File: config.mk
export PLATFORM = sky130hd
export DESIGN_NAME = time_of_day_counter
export DESIGN_NICKNAME = d
export VERILOG_FILES = /design/src/rtl/time_of_day_counter.sv
export SDC_FILE = /design/constraint.sdc
export NUM_CORES = 1
export LEC_CHECK = 0
export CORE_AREA = 2 2 69 71
export DETAILED_ROUTE_END_ITERATION = 6
export DIE_AREA = 0 0 71 73
export GPL_ROUTABILITY_DRIVEN = 0
export HOLD_SLACK_MARGIN = 0.05
export PLACE_DENSITY_LB_ADDON = 0.25
export SLEW_MARGIN = 20
export SYNTH_ARGS = -nofsm -noshare
export SYNTH_HDL_FRONTEND = slang
export SYNTH_SLANG_ARGS = --single-unit
File: constraint.sdc
create_clock -name clk_50Mhz -period 1.8 [get_ports clk_50Mhz]
set_input_delay 0.36 -clock clk_50Mhz [delete_from_list [all_inputs] [get_ports clk_50Mhz]]
set_output_delay 0.36 -clock clk_50Mhz [all_outputs]
set_load 0.05 [all_outputs]
File: src/rtl/time_of_day_counter.sv
// rtl/time_of_day_counter.sv - 24-hour BCD time-of-day counter with validated load and day rollover pulse
module time_of_day_counter #(
    parameter logic [7:0] RESET_HH = 8'h00,
    parameter logic [7:0] RESET_MM = 8'h00,
    parameter logic [7:0] RESET_SS = 8'h00
) (
    input  logic       clk_50Mhz,
    input  logic       rst_n,
    input  logic       tick_1hz,
    input  logic       run,
    input  logic       load,
    input  logic [7:0] load_hh,
    input  logic [7:0] load_mm,
    input  logic [7:0] load_ss,
    output logic [7:0] hh_bcd,
    output logic [7:0] mm_bcd,
    output logic [7:0] ss_bcd,
    output logic       day_tick,
    output logic       load_err
);

    // Once both nibbles are known to be decimal, packed BCD orders like the value it encodes.
    function automatic logic bcd_in_range(input logic [7:0] v, input logic [7:0] max_v);
        return (v[7:4] <= 4'd9) && (v[3:0] <= 4'd9) && (v <= max_v);
    endfunction

    logic       load_ok;
    logic       advance;
    logic [7:0] ss_next;
    logic [7:0] mm_next;
    logic [7:0] hh_next;
    logic       ss_wrap;
    logic       mm_wrap;
    logic       hh_wrap;

    assign load_ok = bcd_in_range(load_hh, 8'h23) &&
                     bcd_in_range(load_mm, 8'h59) &&
                     bcd_in_range(load_ss, 8'h59);
    assign advance = tick_1hz && run;

    always_comb begin
        ss_next = ss_bcd;
        mm_next = mm_bcd;
        hh_next = hh_bcd;
        ss_wrap = 1'b0;
        mm_wrap = 1'b0;
        hh_wrap = 1'b0;

        if (ss_bcd[3:0] == 4'd9) begin
            ss_next[3:0] = 4'd0;
            if (ss_bcd[7:4] == 4'd5) begin
                ss_next[7:4] = 4'd0;
                ss_wrap      = 1'b1;
            end else begin
                ss_next[7:4] = ss_bcd[7:4] + 4'd1;
            end
        end else begin
            ss_next[3:0] = ss_bcd[3:0] + 4'd1;
        end

        if (ss_wrap) begin
            if (mm_bcd[3:0] == 4'd9) begin
                mm_next[3:0] = 4'd0;
                if (mm_bcd[7:4] == 4'd5) begin
                    mm_next[7:4] = 4'd0;
                    mm_wrap      = 1'b1;
                end else begin
                    mm_next[7:4] = mm_bcd[7:4] + 4'd1;
                end
            end else begin
                mm_next[3:0] = mm_bcd[3:0] + 4'd1;
            end
        end

        // Hours wrap at 23 rather than at a digit boundary, so that case is tested first.
        if (mm_wrap) begin
            if (hh_bcd == 8'h23) begin
                hh_next = 8'h00;
                hh_wrap = 1'b1;
            end else if (hh_bcd[3:0] == 4'd9) begin
                hh_next[3:0] = 4'd0;
                hh_next[7:4] = hh_bcd[7:4] + 4'd1;
            end else begin
                hh_next[3:0] = hh_bcd[3:0] + 4'd1;
            end
        end
    end

    always_ff @(posedge clk_50Mhz or negedge rst_n) begin
        if (!rst_n) begin
            hh_bcd   <= RESET_HH;
            mm_bcd   <= RESET_MM;
            ss_bcd   <= RESET_SS;
            day_tick <= 1'b0;
            load_err <= 1'b0;
        end else begin
            day_tick <= 1'b0;
            load_err <= 1'b0;
            // A load always consumes the cycle; a coincident tick is dropped even if the load is rejected.
            if (load) begin
                if (load_ok) begin
                    hh_bcd <= load_hh;
                    mm_bcd <= load_mm;
                    ss_bcd <= load_ss;
                end else begin
                    load_err <= 1'b1;
                end
            end else if (advance) begin
                hh_bcd   <= hh_next;
                mm_bcd   <= mm_next;
                ss_bcd   <= ss_next;
                day_tick <= hh_wrap;
            end
        end
    end

endmodule

==> results.toml, run 1 <==
[sta]
maxSlewViolCount = 0
fin_ws_ps = -5.58
fin_crit_sh_pct = 100
finalHoldViolCount = 0
relSlewSlack_pct = 77.2
period_minus_slack_ps = 1810
worst_pin_slew_ps = 338
fmax_mhz = 554
rsz0062_at_grt = "yes"
hold_ws_ps = 453
fin_tns_setup_ps = -5.58
finalSetupViolCount = 1
fin_skew_ps = 4.09

[logic_synthesis]
netlist.area_leader.share_pct = 35.9
seq_area_frac_synth_pct = 35.9
ys_ff_latch = 26
post-synth-top-count-cell = "dfrtp_1"
synthesis.area_um2 = 1810
synth-edff-count = 0
postSynthCellCount = 192
synth_top_cell_by_area = "dfrtp_1"
netlist_top_cells_area = "dfrtp_1, mux2i_1, ha_1, nand2_1, mux2_2"
syn-num-nets = 227
synth_warnings = 0
synth.top_cells.by_count = "dfrtp_1, nand2_1, a21oi_1"
syn_area_per_cell_um2 = 9.44
synth_flop_cell = "dfrtp_1"
ys_async_sr_fraction_pct = 100
synth_cell_types = 59

[global_route]
gr-usage-all-layers_pct = 19.3
overflow = 0
antenna_found_initial = 0
grt_max_degree = 27
grt_pass1_wl_mm = 8.01
grt_pass1_vias = 1698

[cts]
clock_latency_ps = 270
cts_hold_buf = 0
cts_buffers = 3
cts_buffer_depth = 2
clkSlewWorstSetupHoldPaths_ps = 100
cts_sinks = 26
htree_levels = 1
cts_root_buffer = "clkbuf_8"
cts_tree = "built"

[final_layout]
n_antenna_cell = 0
final_nets = 324
num-fill-cells = 381
drive_gt1_share_pct = 42.7
area_growth_pct = 58.3
layout.cells.non_filler = 342

[placed_design]
dp_hpwl_mm = 3.74
place_ws_ps = -492
port-buffer-count = 54
placed_cells_incl_taps = 337

[setup_path]
crit_fanout = 4
setup.worst_path.start = "load"
reg2reg_depth = 6
worst-path-buf-inv = 1
cp.required_ps = 1960
crit_type = "in2reg"
timing.rr.start = "hh_bcd[1]$_DFFE_PN0P_"
max_stage_delay_ps = 530
ff2ff_setup_slack_ps = 10
path_delay_family = "simple AND/OR/NAND/NOR gates"
worstPathArrival_ps = 1970
crit_chain = "clkdlybuf4s50_1 -> and3b_1 -> and4_4 -> and2_4 -> a21o_4 -> mux2_4"
r2r-end = "hh_bcd[5]$_DFFE_PN0P_"
slowest_stage = "clkdlybuf4s50_1"
worst_setup_path_start_kind = "primary input"
crit_end = "hh_bcd[5]$_DFFE_PN0P_"
critical_path_depth = 6
cp-end-kind = "register"

[floorplan]
dieArea_um2 = 5180
rows = 25
pin_count = 55
start_util_pct = 39.9
fp.dieH_um = 73
die_w_um = 71
core_um2 = 4540

[power_and_ir_drop]
internal_power_uw = 1210
finalPower_uw = 1940
power_density_nw_per_um2 = 678
p_leak_uw = 0.00139
seqPwrFrac_pct = 36.9
combPwrFrac_pct = 43.1
swShare_pct = 37.9
pwr-share-clk_pct = 20.0
power_switching_uw = 737
ir_drop_uv = 575

[worst_hold_path]
worst_hold_path_type = "in2reg"
worstHoldStart = "load_ss[2]"

[drt]
ant_nets = 0
via_count = 1828
wl_per_cell_um = 14.5
drtPass1Iterations = 4
wl_mm = 4.97
drc = 0
viasPerCell = 5.35
first_iter_violations = 75

[run_status]
violations = "negative setup slack"
status = "finished with violations"

[job]
drv_cap = 0
routing by layer:
| metal | vias to the layer above | GRT usage, % | part of all wire, % |
|---|---|---|---|
| li1 | 908 | - | - |
| met1 | 873 | 27.1 | 49 |
| met2 | 43 | 31.8 | 47 |
| met3 | 4 | 2.49 | 3.3 |
| met4 | 0 | 4.40 | 0.95 |
| met5 | - | 0 | 0 |
cell type report:
class / instances / area [um^2] / area share [%]
inverter: 7 / 26.3 / 0.916
clock buffer: 4 / 55.1 / 1.92
timing repair buffer: 102 / 863 / 30.1
sequential: 26 / 666 / 23.2
tap: 54 / 67.6 / 2.36
multi-input combinational: 149 / 1190 / 41.5
worst reg2reg max path, cell delays in order (launching register included):
cell	delay (ps)
dfrtp_2	440
ha_4	170
nor2b_4	120
and4b_2	250
o21bai_4	180
a21o_4	230
mux2_4	300
logic make-up (layout without fill, tap and decap cells):
group / Yosys count / in the layout / synth area share (%)
compound gates: 47 / 47 / 18.6
mux: 16 / 16 / 10.0
simple gates: 72 / 72 / 23.1
xor+xnor: 8 / 8 / 3.87
buf+inv: 17 / 113 / 4.28
fa+ha+maj: 6 / 6 / 4.14
flops: 26 / 26 / 35.9
registers in the layout, indices dropped and copies added (netlist names):
signal / flops
day_tick: 1
hh_bcd: 8
load_err: 1
mm_bcd: 8
ss_bcd: 8
through the flow:
step	util [%]	cell area, um^2
after floorplan	-	1840
after global placement	59.3	2690
after detailed placement	59.3	2690
after CTS	61.7	2800
after global routing	63.2	2870
final	63.2	2870
what timing repair did:
action,4_1_cts,5_1_grt
buffers inserted,0,1
endpoints found under the setup margin,22,18
gates resized for setup,16,20
cloned,0,0
pin swaps,4,6
power groups by stage:
stage          clock (uW)  combinational, uW  sequential, uW
4_1_cts               402                843             715
3_5_place_dp            0                820             721
2_1_floorplan           0                221             966
3_3_place_gp            0                810             715
5_1_grt               431                905             727
6_report              389                837             717
worst min-delay path by stage:
stage,endpoint,slack (ps),cells after the start
6_report,ss_bcd[2]$_DFFE_PN0P_,450,3
5_1_grt,ss_bcd[2]$_DFFE_PN0P_,480,3
4_1_cts,load_err$_DFF_PN0_,470,2
3_5_place_dp,hh_bcd[4]$_DFFE_PN0P_,570,2
3_3_place_gp,ss_bcd[1]$_DFFE_PN0P_,530,2
2_1_floorplan,day_tick$_DFF_PN0_,60,0
cell usage in the layout (no fill, tap or decap), types with 7 or more instances in the layout:
cell and count:
nand3_1 8, mux2i_1 7, a21oi_1 11, clkdlybuf4s50_1 14
nand2_1 15, dfrtp_1 14, nor2_1 7, dfrtp_2 12
dlymetal6s2s_1 11, buf_4 73
(Power assumes the default switching activity.)
==> run 2: changes to the inputs <==
Settings changed: CORE_AREA 2 2 69 71 to 2 2 68 70, DIE_AREA 0 0 71 73 to 0 0 70 72.
Clock period 1.8 ns to 2.2 ns, I/O delays scaled along.
==> results.toml, run 2 (same netlist as run 1, synthesis figures left out) <==
[run_status]
status = "finished clean"

[setup_path]
cp.required_ps = 1760
r2r-end = "hh_bcd[5]$_DFFE_PN0P_"
worst_setup_path_start_kind = "register"
reg2reg_depth = 6
worstPathArrival_ps = 1650
ff2ff_setup_slack_ps = 270
max_stage_delay_ps = 860
timing.rr.start = "hh_bcd[0]$_DFFE_PN0P_"
path_delay_family = "buffers and inverters"
cp-end-kind = "primary output"
worst-path-buf-inv = 1
crit_fanout = 9
crit_chain = "clkdlybuf4s50_1"
crit_type = "reg2out"
slowest_stage = "clkdlybuf4s50_1"

[sta]
maxSlewViolCount = 0
relSlewSlack_pct = 66.4
fin_skew_ps = 5.37
fmax_mhz = 478
fin_crit_sh_pct = 95.1
worst_pin_slew_ps = 502
hold_ws_ps = 534
finalHoldViolCount = 0
finalSetupViolCount = 0
rsz0062_at_grt = "no"
period_minus_slack_ps = 2090

[drt]
first_iter_violations = 76
wl_mm = 4.41
via_count = 1689
wl_per_cell_um = 14.2
drtPass1Iterations = 4
drc = 0
viasPerCell = 5.45
ant_nets = 0

[power_and_ir_drop]
p_leak_uw = 0.00110
power_density_nw_per_um2 = 580
finalPower_uw = 1480
ir_drop_uv = 566

[cts]
htree_levels = 1
cts_hold_buf = 0
ctsResizeCount = 0
postCtsSetupRepairBufs = 0
clock_latency_ps = 260
cts_buffer_depth = 2
cts_root_buffer = "clkbuf_8"
clkSlewWorstSetupHoldPaths_ps = 90
cts_tree = "built"
cts_sinks = 26
cts_buffers = 3

[final_layout]
utilization_pct = 59.9
layout.cells.non_filler = 310
area_growth_pct = 41.1
drive_gt1_share_pct = 14.0
n_antenna_cell = 0
layout_commonest_cell = "clkdlybuf4s50_1"
num-fill-cells = 389
layout_common_cells = "clkdlybuf4s50_1, dfrtp_1, buf_4"
final_nets = 294
top_regs = "hh_bcd: 8 flops, mm_bcd: 8 flops, ss_bcd: 8 flops"

[global_route]
grt.met1_usage_pct = 25.9
grt_pass1_vias = 1556
gr-usage-all-layers_pct = 17.8
overflow = 0
grt_max_degree = 37
grt_use_met3_pct = 2.22
antenna_found_initial = 0
met2_usage_pct = 29.5
grt_pass1_wl_mm = 7.36
busiest_layer = "met2"

[floorplan]
dieArea_um2 = 5040
core_um2 = 4260
start_util_pct = 42.5
fp.dieH_um = 72
die_w_um = 70
pin_count = 55
rows = 24

[job]
drv_cap = 0

[placed_design]
port-buffer-count = 54
dp_hpwl_mm = 3.38
placed_cells_incl_taps = 306

[worst_hold_path]
worst_hold_path_type = "in2async"
## run 2: cell types whose count changed in the layout (fill, tap and decap cells not counted), moves of 2 or more
| cell | change |
|---|---|
| buf_4 | -55 |
| clkdlybuf4s50_1 | +40 |
| dfrtp_1 | +12 |
| dfrtp_2 | -12 |
| dlymetal6s2s_1 | -11 |
| dlygate4sd2_1 | -3 |
| ha_1 | +2 |
| ha_4 | -2 |
| nor2_1 | +2 |
| o21ai_0 | +2 |
| o21ai_2 | -2 |
## run 2: cell type report
type | count | area, um^2 | area share [%]
Sequential cell | 26 | 651 | 25.5
Tap cell | 52 | 65.1 | 2.55
Clock buffer | 4 | 55.1 | 2.15
Multi-Input combinational cell | 149 | 1080 | 42.4
Inverter | 7 | 26.3 | 1.03
Timing Repair Buffer | 72 | 676 | 26.4
## run 2: report_power, final
| part | switching, uW | internal (uW) |
|---|---|---|
| logic | 332 | 242 |
| registers | 78.0 | 529 |
| clock network | 143 | 160 |
## run 2: worst max-delay path by stage
stage	cells after the start	slack, ps	start	end
2_1_floorplan	8	3	ss_bcd[1]$_DFFE_PN0P_	hh_bcd[0]$_DFFE_PN0P_
3_3_place_gp	6	-120	load_hh[6]	hh_bcd[7]$_DFFE_PN0P_
3_5_place_dp	6	-140	load_hh[6]	hh_bcd[5]$_DFFE_PN0P_
4_1_cts	1	110	mm_bcd[0]$_DFFE_PN0P_	mm_bcd[0]
5_1_grt	1	60	mm_bcd[0]$_DFFE_PN0P_	mm_bcd[0]
6_report	1	110	mm_bcd[0]$_DFFE_PN0P_	mm_bcd[0]
## run 2: routing by layer
metal | share of wire, % | wire length (um)
met1 | 47 | 2080
met2 | 48 | 2100
met3 | 4.7 | 209
met4 | 0.34 | 15
met5 | 0 | 0
## run 2: through the flow
step | setup WS (ps) | area, um^2 | TNS, ps
2_1_floorplan | 2.73 | 1810 | 0
3_3_place_gp | -123 | 2500 | -1040
3_5_place_dp | -141 | 2500 | -1150
4_1_cts | 108 | 2560 | 0
5_1_grt | 57.9 | 2560 | 0
6_report | 108 | 2560 | 0
==> run 3: changes to the inputs <==
Settings changed: RECOVER_POWER set to 50.
==> results.toml, run 3 (same netlist as run 1, synthesis figures left out) <==
[sta]
fin_skew_ps = 5.49
fin_tns_setup_ps = 0
finalSetupViolCount = 0
period_minus_slack_ps = 2090
fin_crit_sh_pct = 95.0
relSlewSlack_pct = 4.42
fin_ws_ps = 111
fmax_mhz = 479
worst_pin_slew_ps = 1430
finalHoldViolCount = 0
rsz0062_at_grt = "no"
maxSlewViolCount = 0

[placed_design]
port-buffer-count = 54
place_ws_ps = -141
placed_cells_incl_taps = 306
placed_area_um2 = 2500
dp_hpwl_mm = 3.38

[global_route]
grt_max_degree = 37
overflow = 0
antenna_found_initial = 0
grt_pass1_vias = 1556
gr-usage-all-layers_pct = 17.8
grt_pass1_wl_mm = 7.36

[setup_path]
worst_setup_path_start_kind = "register"
path_delay_family = "buffers and inverters"
setup.worst_path.start = "mm_bcd[0]$_DFFE_PN0P_"
cp.required_ps = 1760
ff2ff_setup_slack_ps = 260
crit_fanout = 9
max_stage_delay_ps = 860
cp-end-kind = "primary output"
worstPathArrival_ps = 1650
crit_type = "reg2out"
worst-path-buf-inv = 1
timing.rr.start = "ss_bcd[1]$_DFFE_PN0P_"
slowest_stage = "clkdlybuf4s50_1"
crit_chain = "clkdlybuf4s50_1"

[drt]
first_iter_violations = 76
ant_nets = 0
viasPerCell = 5.45
via_count = 1688
drc = 0
wl_mm = 4.41
wl_per_cell_um = 14.2
drtPass1Iterations = 4

[floorplan]
dieArea_um2 = 5040
fp.dieH_um = 72
core_um2 = 4260
start_util_pct = 42.5
die_w_um = 70
rows = 24
pin_count = 55

[cts]
cts_tree = "built"
cts_buffer_depth = 2
ctsResizeCount = 0
cts_root_buffer = "clkbuf_8"
cts_buffers = 3
htree_levels = 1
clock_latency_ps = 260
cts_sinks = 26
postCtsSetupRepairBufs = 0
clkSlewWorstSetupHoldPaths_ps = 90
cts_hold_buf = 0

[final_layout]
top_regs = "hh_bcd: 8 flops, mm_bcd: 8 flops, ss_bcd: 8 flops"
drive_gt1_share_pct = 13.2
n_antenna_cell = 0
layout_commonest_cell = "clkdlybuf4s50_1"
final_nets = 294
layout.cells.non_filler = 310
area_growth_pct = 40.6
finish.instance_area_um2 = 2550
layout_common_cells = "clkdlybuf4s50_1, dfrtp_1, nand2_1, buf_4, a21oi_1"
num-fill-cells = 392

[power_and_ir_drop]
swShare_pct = 37.4
power_switching_uw = 552
internal_power_uw = 924
p_leak_uw = 0.00111
seqPwrFrac_pct = 41.0
ir_drop_uv = 549
power_density_nw_per_um2 = 579
pwr-share-clk_pct = 20.5
finalPower_uw = 1480
combPwrFrac_pct = 38.5

[worst_hold_path]
worstHoldStart = "mm_bcd[7]$_DFFE_PN0P_"
worst_hold_path_type = "reg2reg"

[run_status]
status = "finished clean"

[job]
drv_cap = 0
run 3: power groups by stage:
stage / clock [uW] / sequential (uW) / combinational [uW]
finish: 303 / 606 / 568
CTS: 313 / 606 / 578
global placement: 0 / 614 / 565
global route: 336 / 621 / 606
detailed placement: 0 / 615 / 574
floorplan: 0 / 782 / 178
run 3: layout make-up:
type	count	area (um^2)	share of cell area, %
Multi-Input combinational cell	149	1080	42.5
Sequential cell	26	651	25.5
Clock buffer	4	55.1	2.16
Tap cell	52	65.1	2.55
Inverter	7	26.3	1.03
Timing Repair Buffer	72	668	26.2
run 3: final timing paths:
check / end / depth (start not counted)
max reg2reg: hh_bcd[2]$_DFFE_PN0P_ / 8
min in group asynchronous: ss_bcd[0]$_DFFE_PN0P_ / 2
max in group asynchronous: day_tick$_DFF_PN0_ / 2
min reg2reg: mm_bcd[7]$_DFFE_PN0P_ / 1
max: mm_bcd[0] / 1
min: mm_bcd[7]$_DFFE_PN0P_ / 1
run 3: metrics by stage:
step	hold slack [ps]	util, %
floorplan	144	-
global placement	516	58.7
detailed placement	539	58.7
finish	549	59.7
CTS	547	59.9
global route	594	59.7
run 3: routing by layer:
layer	vias to the layer above	part of all wire [%]	track usage [%]	routed length, um
li1	847	-	-	-
met1	800	47	25.9	2090
met2	39	48	29.5	2120
met3	2	4.2	2.22	187
met4	0	0.34	2.56	15
met5	-	0	0	0
run 3: worst register-to-register path, cell delays in order (launching register included):
cell	delay, ps
dfrtp_1	420
inv_1	80
ha_1	200
and3b_1	230
and4_2	240
clkbuf_1	240
and3_1	210
o22ai_1	80
o2bb2ai_1	130
